<file path="config.mk">
export PLATFORM = sky130hd
export DESIGN_NAME = load_store_unit
export DESIGN_NICKNAME = d
export VERILOG_FILES = /design/src/rtl/load_store_unit.sv
export SDC_FILE = /design/constraint.sdc
export NUM_CORES = 1
export LEC_CHECK = 0
export ABC_AREA = 1
export BUFFER_PORTS_ARGS = -buffer_cell sky130_fd_sc_hd__buf_4
export CORE_ASPECT_RATIO = 1.4
export CORE_UTILIZATION = 52
export CTS_CLUSTER_SIZE = 30
export DETAILED_ROUTE_END_ITERATION = 10
export PLACE_DENSITY = 0.84
export SLEW_MARGIN = 5
export SYNTH_ARGS = -nofsm -noshare
export SYNTH_HDL_FRONTEND = slang
export SYNTH_SLANG_ARGS = --single-unit
export TNS_END_PERCENT = 1
</file>
<file path="constraint.sdc">
create_clock -name i_clk -period 1.6 [get_ports i_clk]
set_input_delay 0.08 -clock i_clk [delete_from_list [all_inputs] [get_ports i_clk]]
set_output_delay 0.08 -clock i_clk [all_outputs]
set_load 0.01 [all_outputs]
</file>
<file path="src/rtl/load_store_unit.sv">
// ---------------------------------------------------------------------------
// load_store_unit
//
// MEM-stage initiator for a word-addressed data memory. Accepts one
// byte/half/word load or store at a time and turns the byte address into a
// word index. Sub-word stores are done as read-modify-write. Sub-word loads
// are sign- or zero-extended. Misaligned, illegal-size and out-of-range
// requests return a fault and never touch memory.
//
// Ports:
//   i_clk, i_rst          clock (rising edge), synchronous active-high reset
//   i_req_valid           request present
//   o_req_ready           unit can accept a request this cycle (IDLE only)
//   i_req_we              1 = store, 0 = load
//   i_req_size            00 byte, 01 half, 10 word, 11 illegal
//   i_req_signed          loads only: sign-extend when 1
//   i_req_addr            byte address
//   i_req_wdata           right-aligned store data
//   o_resp_valid          one-cycle completion pulse
//   o_resp_rdata          extended load result, 0 for stores/faults
//   o_resp_fault          fault flag, qualified by o_resp_valid
//   o_mem_addr            word index (captured address >> 2)
//   o_mem_rd / o_mem_wr   one-cycle memory read / write strobes
//   o_mem_wdata           full word written while o_mem_wr = 1
//   i_mem_rdata           read data, valid the cycle after o_mem_rd
// ---------------------------------------------------------------------------
module load_store_unit #(
  parameter int MEM_WORDS      = 256,
  parameter int MEM_RD_LATENCY = 1
) (
  input  logic        i_clk,
  input  logic        i_rst,
  input  logic        i_req_valid,
  output logic        o_req_ready,
  input  logic        i_req_we,
  input  logic [1:0]  i_req_size,
  input  logic        i_req_signed,
  input  logic [31:0] i_req_addr,
  input  logic [31:0] i_req_wdata,
  output logic        o_resp_valid,
  output logic [31:0] o_resp_rdata,
  output logic        o_resp_fault,
  output logic [31:0] o_mem_addr,
  output logic        o_mem_rd,
  output logic        o_mem_wr,
  output logic [31:0] o_mem_wdata,
  input  logic [31:0] i_mem_rdata
);

  // The RD -> CAP sequencing assumes read data one cycle after the strobe.
  if (MEM_RD_LATENCY != 1) begin : g_bad_latency
    $error("load_store_unit supports MEM_RD_LATENCY = 1 only");
  end

  typedef enum logic [2:0] {
    S_IDLE,
    S_RD,
    S_CAP,
    S_WR,
    S_RESP
  } state_t;

  localparam logic [1:0]  SZ_BYTE  = 2'b00;
  localparam logic [1:0]  SZ_HALF  = 2'b01;
  localparam logic [1:0]  SZ_WORD  = 2'b10;
  localparam logic [1:0]  SZ_ILL   = 2'b11;
  localparam logic [29:0] LP_LIMIT = 30'(MEM_WORDS);

  state_t      r_state;
  state_t      w_next;

  logic        r_we;
  logic [1:0]  r_size;
  logic        r_signed;
  logic [31:0] r_addr;
  logic [31:0] r_wdata;
  logic        r_fault;
  logic [31:0] r_word;

  logic        w_accept;
  logic        w_fault;
  logic [4:0]  w_shift;
  logic [31:0] w_lane;
  logic [31:0] w_loaded;
  logic [31:0] w_mask;
  logic [31:0] w_merged;

  assign w_accept = (r_state == S_IDLE) && i_req_valid;
  assign w_shift  = {r_addr[1:0], 3'b000};

  // Fault decode on the live request, so the decision is made on the accept edge.
  always_comb begin
    w_fault = 1'b0;
    if (i_req_size == SZ_ILL) begin
      w_fault = 1'b1;
    end
    if (i_req_size == SZ_HALF && i_req_addr[0]) begin
      w_fault = 1'b1;
    end
    if (i_req_size == SZ_WORD && i_req_addr[1:0] != 2'b00) begin
      w_fault = 1'b1;
    end
    if (i_req_addr[31:2] >= LP_LIMIT) begin
      w_fault = 1'b1;
    end
  end

  // Lane extraction for loads and lane replacement for sub-word stores.
  // A half at offset 2 uses shift 16, which the byte-offset shift already gives.
  always_comb begin
    w_lane   = i_mem_rdata >> w_shift;
    w_loaded = i_mem_rdata;
    w_mask   = 32'h0000_0000;
    case (r_size)
      SZ_BYTE: begin
        w_loaded = {{24{r_signed & w_lane[7]}}, w_lane[7:0]};
        w_mask   = 32'h0000_00FF << w_shift;
      end
      SZ_HALF: begin
        w_loaded = {{16{r_signed & w_lane[15]}}, w_lane[15:0]};
        w_mask   = 32'h0000_FFFF << w_shift;
      end
      default: begin
        w_loaded = i_mem_rdata;
        w_mask   = 32'hFFFF_FFFF;
      end
    endcase
    w_merged = (i_mem_rdata & ~w_mask) | ((r_wdata << w_shift) & w_mask);
  end

  // State register plus request capture; reset discards any in-flight access.
  always_ff @(posedge i_clk) begin
    if (i_rst) begin
      r_state  <= S_IDLE;
      r_we     <= 1'b0;
      r_size   <= 2'b00;
      r_signed <= 1'b0;
      r_addr   <= 32'h0;
      r_wdata  <= 32'h0;
      r_fault  <= 1'b0;
      r_word   <= 32'h0;
    end else begin
      r_state <= w_next;
      if (w_accept) begin
        r_we     <= i_req_we;
        r_size   <= i_req_size;
        r_signed <= i_req_signed;
        r_addr   <= i_req_addr;
        r_wdata  <= i_req_wdata;
        r_fault  <= w_fault;
      end else if (r_state == S_CAP) begin
        r_word <= r_we ? w_merged : w_loaded;
      end
    end
  end

  // Next-state and Moore outputs. Word stores skip the read; faults go
  // straight to the response.
  always_comb begin
    w_next       = r_state;
    o_req_ready  = 1'b0;
    o_mem_rd     = 1'b0;
    o_mem_wr     = 1'b0;
    o_mem_wdata  = 32'h0;
    o_resp_valid = 1'b0;
    o_resp_fault = 1'b0;
    o_resp_rdata = 32'h0;
    case (r_state)
      S_IDLE: begin
        o_req_ready = ~i_rst;
        if (i_req_valid) begin
          if (w_fault) begin
            w_next = S_RESP;
          end else if (i_req_we && i_req_size == SZ_WORD) begin
            w_next = S_WR;
          end else begin
            w_next = S_RD;
          end
        end
      end
      S_RD: begin
        o_mem_rd = 1'b1;
        w_next   = S_CAP;
      end
      S_CAP: begin
        w_next = r_we ? S_WR : S_RESP;
      end
      S_WR: begin
        o_mem_wr    = 1'b1;
        o_mem_wdata = (r_size == SZ_WORD) ? r_wdata : r_word;
        w_next      = S_RESP;
      end
      S_RESP: begin
        o_resp_valid = 1'b1;
        o_resp_fault = r_fault;
        o_resp_rdata = (r_we || r_fault) ? 32'h0 : r_word;
        w_next       = S_IDLE;
      end
      default: begin
        w_next = S_IDLE;
      end
    endcase
  end

  assign o_mem_addr = {2'b00, r_addr[31:2]};

endmodule

</file>
==> metrics list, run 1 <==
* Hold Violations, Final: 0
- The tree built by TritonCTS fans out to roughly 100 sinks.
- The critical path starts at r_state[0].
- Switch share: 0.334
* Synth Instances: about 1100
- Synth Area per Inst: 6.00 um2
* Total cell area at the placement stage: about 8400 um2
* Hold path startpoint: i_req_wdata[25]
- Static leakage power: roughly 0.0043 uW
* Max-capacitance violation count: 0
- For this run, the total global-route usage over all layers was measured as 0.385.
- Most used flip-flop cell after synthesis: dfxtp_1
- Clock buffers created by TritonCTS: 9
- Min-delay worst type: in2reg
* Insertion delay to the later sink of the worst-skew pair: around 0.35 ns
- Once placement completed, the tool counted placed cells totaling between 1000 and 1500.
* Gate power share: 0.277
- HPWL after DPL: 17.7 mm
- Across the VDD grid, the largest voltage drop is around 0.67 mV.
- TritonCTS built the clock tree.
- Drt pass-1 iters: 9
* Detailed Route WL: about 27 mm
- Dividing the detail-routed via count by the number of cells gives 5.77.
- Number of max-slew violations in the final report: 0
* Number of antenna violations at the first check in global routing: 0
- Synthesized flop and latch total: 104
* Routed met2 length: around 13 mm
- Counting flops with a built-in enable in the synthesized netlist gives 0.
- Die footprint: between 10000 and 15000 um2
* Maximum number of pins on one net before global-route repair: between 40 and 50
- Met1 Routed Length: 9.31 mm
- Clock-pin slew was measured on the worst setup and hold paths at roughly 0.080 ns.
- Sequential area share after synthesis: 0.318
- In the final routed layout, each cell accounts on average for 18.6 um.
- Leftover overflow at the end of global routing: 0
* Max Buffers Root-to-Sink: 2
- The run finished, with violations left.
- The initial utilization of the core area, before any placement, comes to 0.531.
- Port buffering added ~200 buffers.
* Number of vias in the routed layout: about 8400
- The number of global-route vias before repair was about 7700.
- Site row count: between 40 and 50
- The worst setup path is launched from a register.
- Part of the cycle the worst path needs: 1.07
- Proportion of power drawn by the clock network: 0.317
- Library cell occupying the most area in the post-synthesis netlist: dfxtp_1
- After layout, the worst setup slack is -0.114 ns.
- In this run the cell area of the synthesized design comes to about 6500 um2.
- In the synthesized netlist the async set-or-reset flop fraction comes to 0.
- Setup repair after global routing missed its margin: true
- Required time at the worst-slack endpoint: ~1.5 ns
* Area of the core: 12300 um2
- Final core utilization: 0.783
- Commonest non-fill, non-tap cell in the layout: nand2_1
- Fin nets: about 1400
* Final instance area: roughly 9600 um2
- Number of design rule violations left after detail routing: 0
- Width of the die: 96.8 um
- Vert. Die Dim: 135 um
* Most frequent cells in the layout: nand2_1, buf_4, a21oi_1
- For the final routed database, the setup TNS stands at -2.76 ns.
- Setup violations remaining at the end of the flow were counted as 49.
- Classification of the worst setup path: reg2out
- After detailed routing, the met3 layer carries 2.63 mm of wire.
* DRT antenna net count: 0
* Number of DRC violations after detailed-routing iteration 0: roughly 690
* Internal power of the cells: approximately 4600 uW
* Antenna diode count: 0
* Post-layout instance count excluding filler cells: 1461
- CTS Root Cell: clkbuf_16
- Yosys attributes the largest share of cell area to dfxtp_1, nand2_1, a21oi_1.
* Highest net fanout along the worst path: 17
- Clock skew on the completed layout was measured at approximately 0.0094 ns.
- Yosys warns: 0
- Wire length of the first global-routing pass: around 40 mm
- Top sig layer: met4
- Clock period minus worst slack: about 1.7 ns
- For this design the total switching power over the nets is 2310 uW.
* Area share of the largest cell type after synthesis: 0.318
* Critical Path AT: approximately 1.6 ns
- The share of total power dissipated in sequential elements is 0.406.
- Setup crit end kind: output pin
- Launch point of the worst reg-to-reg path: r_state[2]
- Relative to the synthesized area, the layout overhead comes to 47.4%.
- The checks that failed: setup timing.
- Fmax: just under 600 MHz
- Of the cells placed in the final design, the portion with a size suffix greater than 1 is 0.304.
- The netlist uses 27 different library cells.
* Io pins: 204
- The clock tree synthesis step divided the H-tree into 3 levels.
- Routability cong.: roughly 0.99
- In this run the power density over the cells is just over 700 nW/um2.
through the flow:
stage	power [uW]	worst slack (ns)	hold WS (ns)
finish	6920	-0.114	0.000558
global placement	4450	0.0974	0.332
floorplan	3740	0.210	0.223
detailed placement	4470	0.0749	0.345
global route	7160	-0.153	0.00298
CTS	6770	-0.112	0.000860
Yosys cell counts, types with 3 or more instances:
cell / number
nand3b_1: 3
o211ai_1: 16
nor3_1: 22
o21ai_0: 97
buf_4: 37
dfxtp_1: 104
o21ai_1: 13
a31oi_1: 13
clkbuf_1: 35
nand2_2: 5
a21oi_1: 133
buf_1: 6
nor2_2: 4
inv_2: 8
nand3_1: 56
nand3_2: 4
inv_1: 97
buf_2: 24
nor2_1: 104
nand2_1: 303
layer usage:
metal	vias to the layer above	GRT usage
li1	3916	-
met1	3807	0.436
met2	567	0.683
met3	142	0.0673
met4	0	0.220
met5	-	0
critical path, stage by stage (launching register included):
cell	delay [ns]
dfxtp_2	0.34
nor2_1	0.12
inv_2	0.09
nor2_4	0.11
inv_2	0.10
buf_12	0.17
nor3_4	0.19
buf_6	0.14
registers in the layout, summed over array words and instances (netlist names):
register / cells
r_addr: 32
r_fault: 1
r_signed: 1
r_size: 2
r_state: 3
r_wdata: 32
r_we: 1
r_word: 32
area by class of cell:
type,instances,area (um2)
clock buffers,9,225
flip-flops and latches,104,2100
well taps,150,188
clock inverters,7,61.3
multi-input cells,779,3870
fillers,900,2670
repair buffers,307,2810
inverters,105,397
power by group through the flow:
stage	logic (uW)	clock network, uW	registers (uW)
2_1_floorplan	917	0	2820
3_3_place_gp	1590	0	2860
3_5_place_dp	1610	0	2860
4_1_cts	1770	2200	2800
5_1_grt	2050	2300	2810
6_report	1920	2190	2810
kinds of logic after synthesis:
family          count (synthesis)  synth area share
buf+inv                       209             0.147
simple gates                  504             0.315
compound gates                273             0.219
flops                         104             0.318
other cells                     1          0.000573
final timing paths:
path              slack (ns)  depth (start not counted)               end
setup / recovery       -0.11                          7  o_resp_rdata[23]
hold / removal        0.0006                          3       r_wdata[25]
setup reg to reg        0.07                          8        r_word[17]
hold reg to reg         0.47                          2        r_addr[28]
timing repair:
action	CTS	global route
gates cloned	3	7
resized for setup	34	106
endpoints found under the setup margin	63	118
endpoints found under the hold margin	29	0
hold buffers	29	0
pin swaps	1	4
setup buffers	7	3
No activity file was read; power rests on OpenSTA's default activity.
==> inputs of run 2 (changes only) <==
- PLACE_DENSITY: 0.84 -> 0.82
==> run 2 against run 1 <==
Wire length fell by 6.6%. Critical path type unchanged. The flow still finishes with violations (setup timing). Final area fell by 2.5%. Critical endpoint is now o_mem_wdata[27]. Clock skew rose by 0.00090 ns. First-iteration DRC count fell by 3.0%. Largest cell class unchanged. Combinational power fell by 6%. Worst setup slack improved by 0.0079 ns. Critical path depth did not move. Non-clock buffer count fell by 6. Sequential share of layout area rose by 0.47 points. Fmax rose by 0.46%. Worst hold slack improved by 0.0041 ns.
==> metrics list, run 2 (same netlist as run 1, synthesis figures left out) <==
- The placer congestion estimate is 0.981 (-0.75%).
* DRT antenna net count: 0 (unchanged)
* Met1 GRT Util: 0.417 (-0.0195)
- The maximum fanout count along the critical path was 20 (+3).
* Fin Hold WS: 0.00467 ns (+0.00411 ns)
* Commonest non-fill, non-tap cell in the layout: nand2_1
- Site row count: 48 (unchanged)
- The standby leakage power is 0.00423 uW (-1.4%).
* Max-capacitance violation count: 0 (unchanged)
* Min-delay worst type: in2reg
* Number of max-slew violations in the final report: 0 (unchanged)
- Sinks on the clock net: 104 (unchanged)
- Final setup violating endpoints: 49 (unchanged)
* Overall global routing resource usage: 0.372 (-0.0139)
* Number of design rule violations left after detail routing: 0 (unchanged)
* Antenna diode count: 0 (unchanged)
* Violated checks: setup timing
- The fraction of layout instances using a drive strength above 1 came to 0.268 (-0.0361).
- Launch point of the worst reg-to-reg path: r_state[0]
- The maximum number of pins on one net before global-route repair is 64 (+33%).
- TritonCTS built the clock tree.
- The total detailed-routing wirelength was 25.4 mm (-6.6%).
- Vert. Die Dim: 135 um (unchanged)
* Setup repair after global routing missed its margin: true
- The DRC violation total after the first TritonRoute iteration was 672 (-3.0%).
- The average detailed-routed wire length per instance came to 17.5 um (-6.2%).
- Hold Violations, Final: 0 (unchanged)
- Critical Path Source: r_size[0]
- HPWL after DPL: 17.1 mm (-3.6%)
* Final instance area: 9410 um2 (-2.5%)
- The remaining global-route overflow came to 0 (unchanged).
- The largest voltage drop on the vdd net came to 0.648 mV (-3.0%).
- The clock buffer count from CTS is 9 (unchanged).
- The maximum clock frequency is 586 MHz (+0.46%).
- In this run the most used layer during global routing was met2.
- The wire length of the first global-routing pass came to 38.3 mm (-3.0%).
- The combined area of the multi-input logic cells is 3710 um2 (-4.1%).
- Drt pass-1 iters: 5 (-4)
- The arrival time reported for the critical path endpoint came to 1.63 ns (about the same).
- Part of the cycle the worst path needs: 1.07 (-0.00494)
- P&R area growth vs syn: 43.8%
- Hold path startpoint: i_req_wdata[19]
- The sequential cell area in the final layout is 2090 um2 (-0.36%).
* Outcome: complete, but fails checks
* Startpoint types: register
- The met2 routing resource usage after global routing came to 0.660 (-0.0231).
- The worst setup path is of the reg2out kind.
- Fin nets: 1403 (-0.43%)
* Least setup slack across all paths after layout: -0.106 ns (+0.00790 ns)
- Port Buffers: 201 (unchanged)
* Total cell area at the placement stage: 8230 um2 (-1.5%)
* Max Buffers Root-to-Sink: 2 (unchanged)
- The initial core utilization came to 0.531 (unchanged).
- The power per standard cell area was 730 nW/um2 (+1.8%).
- The clock latency reported for the late side of the worst-skew pair was 0.36 ns (about the same).
- Width of the die: 96.8 um (unchanged)
- Clock period minus worst slack: 1.71 ns (-0.00790 ns)
- The initial antenna violation count is 0 (unchanged).
* Worst Clk Skew: 0.0103 ns (+0.000899 ns)
- The largest registers in the layout are r_addr: 32 flops, r_wdata: 32 flops, r_word: 32 flops.
- Clock slew seen by the registers of the worst setup and hold paths: 0.07 ns (about the same)
- STA classifies the critical path endpoint as an output pin.
- The total number of vias was 8146 (-3.4%).
- The floorplan core area came to 12300 um2 (unchanged).
* CTS Root Cell: clkbuf_16
* Total number of H-tree levels: 3 (unchanged)
- FILL cells: 971 (+7.9%)
- Number of vias per cell: 5.60 (-3.0%)
* Die footprint: 13000 um2 (unchanged)
- Met3 usage: 0.0616 (-0.00569)
* Via count of the first global-routing pass: 7648 (-0.66%)
- The count of pins on the block boundary came to 204 (unchanged).
- Leaving out fill and tap cells, the most frequent cells in the layout are nand2_1, buf_4, a21oi_1.
- Required time at the worst-slack endpoint: 1.52 ns (about the same)
-- run 2: changes by cell type in the layout (fill, tap and decap cells not counted), sizes merged --
cell and delta:
inv -1, clkbuf -2, buf -10, clkinv -1
dlygate4sd3 +8
-- run 2: where the power goes --
part           switching [uW]  internal [uW]  leakage (uW)
registers                89.9           2710      0.000855
logic                    1040            763       0.00323
clock network            1090           1170      0.000146
-- run 2: what timing repair did --
action	in CTS	in global routing
hold buffers	37	0
resized for setup	58	35
hold endpoints to repair	37	0
cloned	4	2
buffers inserted	8	4
pin swaps	1	3
setup endpoints to repair	66	122
-- run 2: per-layer routing --
metal / routed length, um / vias to the layer above / part of all wire
li1: - / 3909 / -
met1: 9130 / 3645 / 0.36
met2: 12600 / 479 / 0.50
met3: 2030 / 113 / 0.080
met4: 1600 / 0 / 0.063
met5: 0 / - / 0
-- run 2: final cells by class --
class                   count  area share
well taps                 150      0.0200
clock inverters             5     0.00506
multi-input cells         779       0.394
inverters                 105      0.0424
clock buffers              11      0.0269
repair buffers            301       0.289
flip-flops and latches    104       0.222
-- run 2: path summary, 6_finish.rpt --
check / cells past startpoint / slack (ns) / to
hold reg to reg: 2 / 0.47 / r_addr[9]
setup reg to reg: 8 / 0.04 / r_addr[17]
setup / recovery: 7 / -0.11 / o_mem_wdata[27]
hold / removal: 3 / 0.005 / r_wdata[19]
-- run 2: worst max-delay path, cell delays in order, from the launching register on --
cell     delay, ns
dfxtp_2       0.33
buf_6         0.12
nor2_4        0.17
buf_4         0.15
buf_6         0.10
buf_16        0.15
a21oi_1       0.09
buf_4         0.15
-- run 2: through the flow --
step / setup TNS [ns] / power, uW / utilization / cells / worst slack [ns]
after floorplan: 0 / 3740 / - / 1092 / 0.210
after global placement: 0 / 4390 / 0.668 / 1385 / 0.0541
after detailed placement: 0 / 4400 / 0.668 / 1385 / 0.00470
after CTS: -1.00 / 6830 / 0.750 / 1450 / -0.0585
after global routing: -6.95 / 7140 / 0.764 / 1455 / -0.166
final: -3.00 / 6870 / 0.764 / 1455 / -0.106
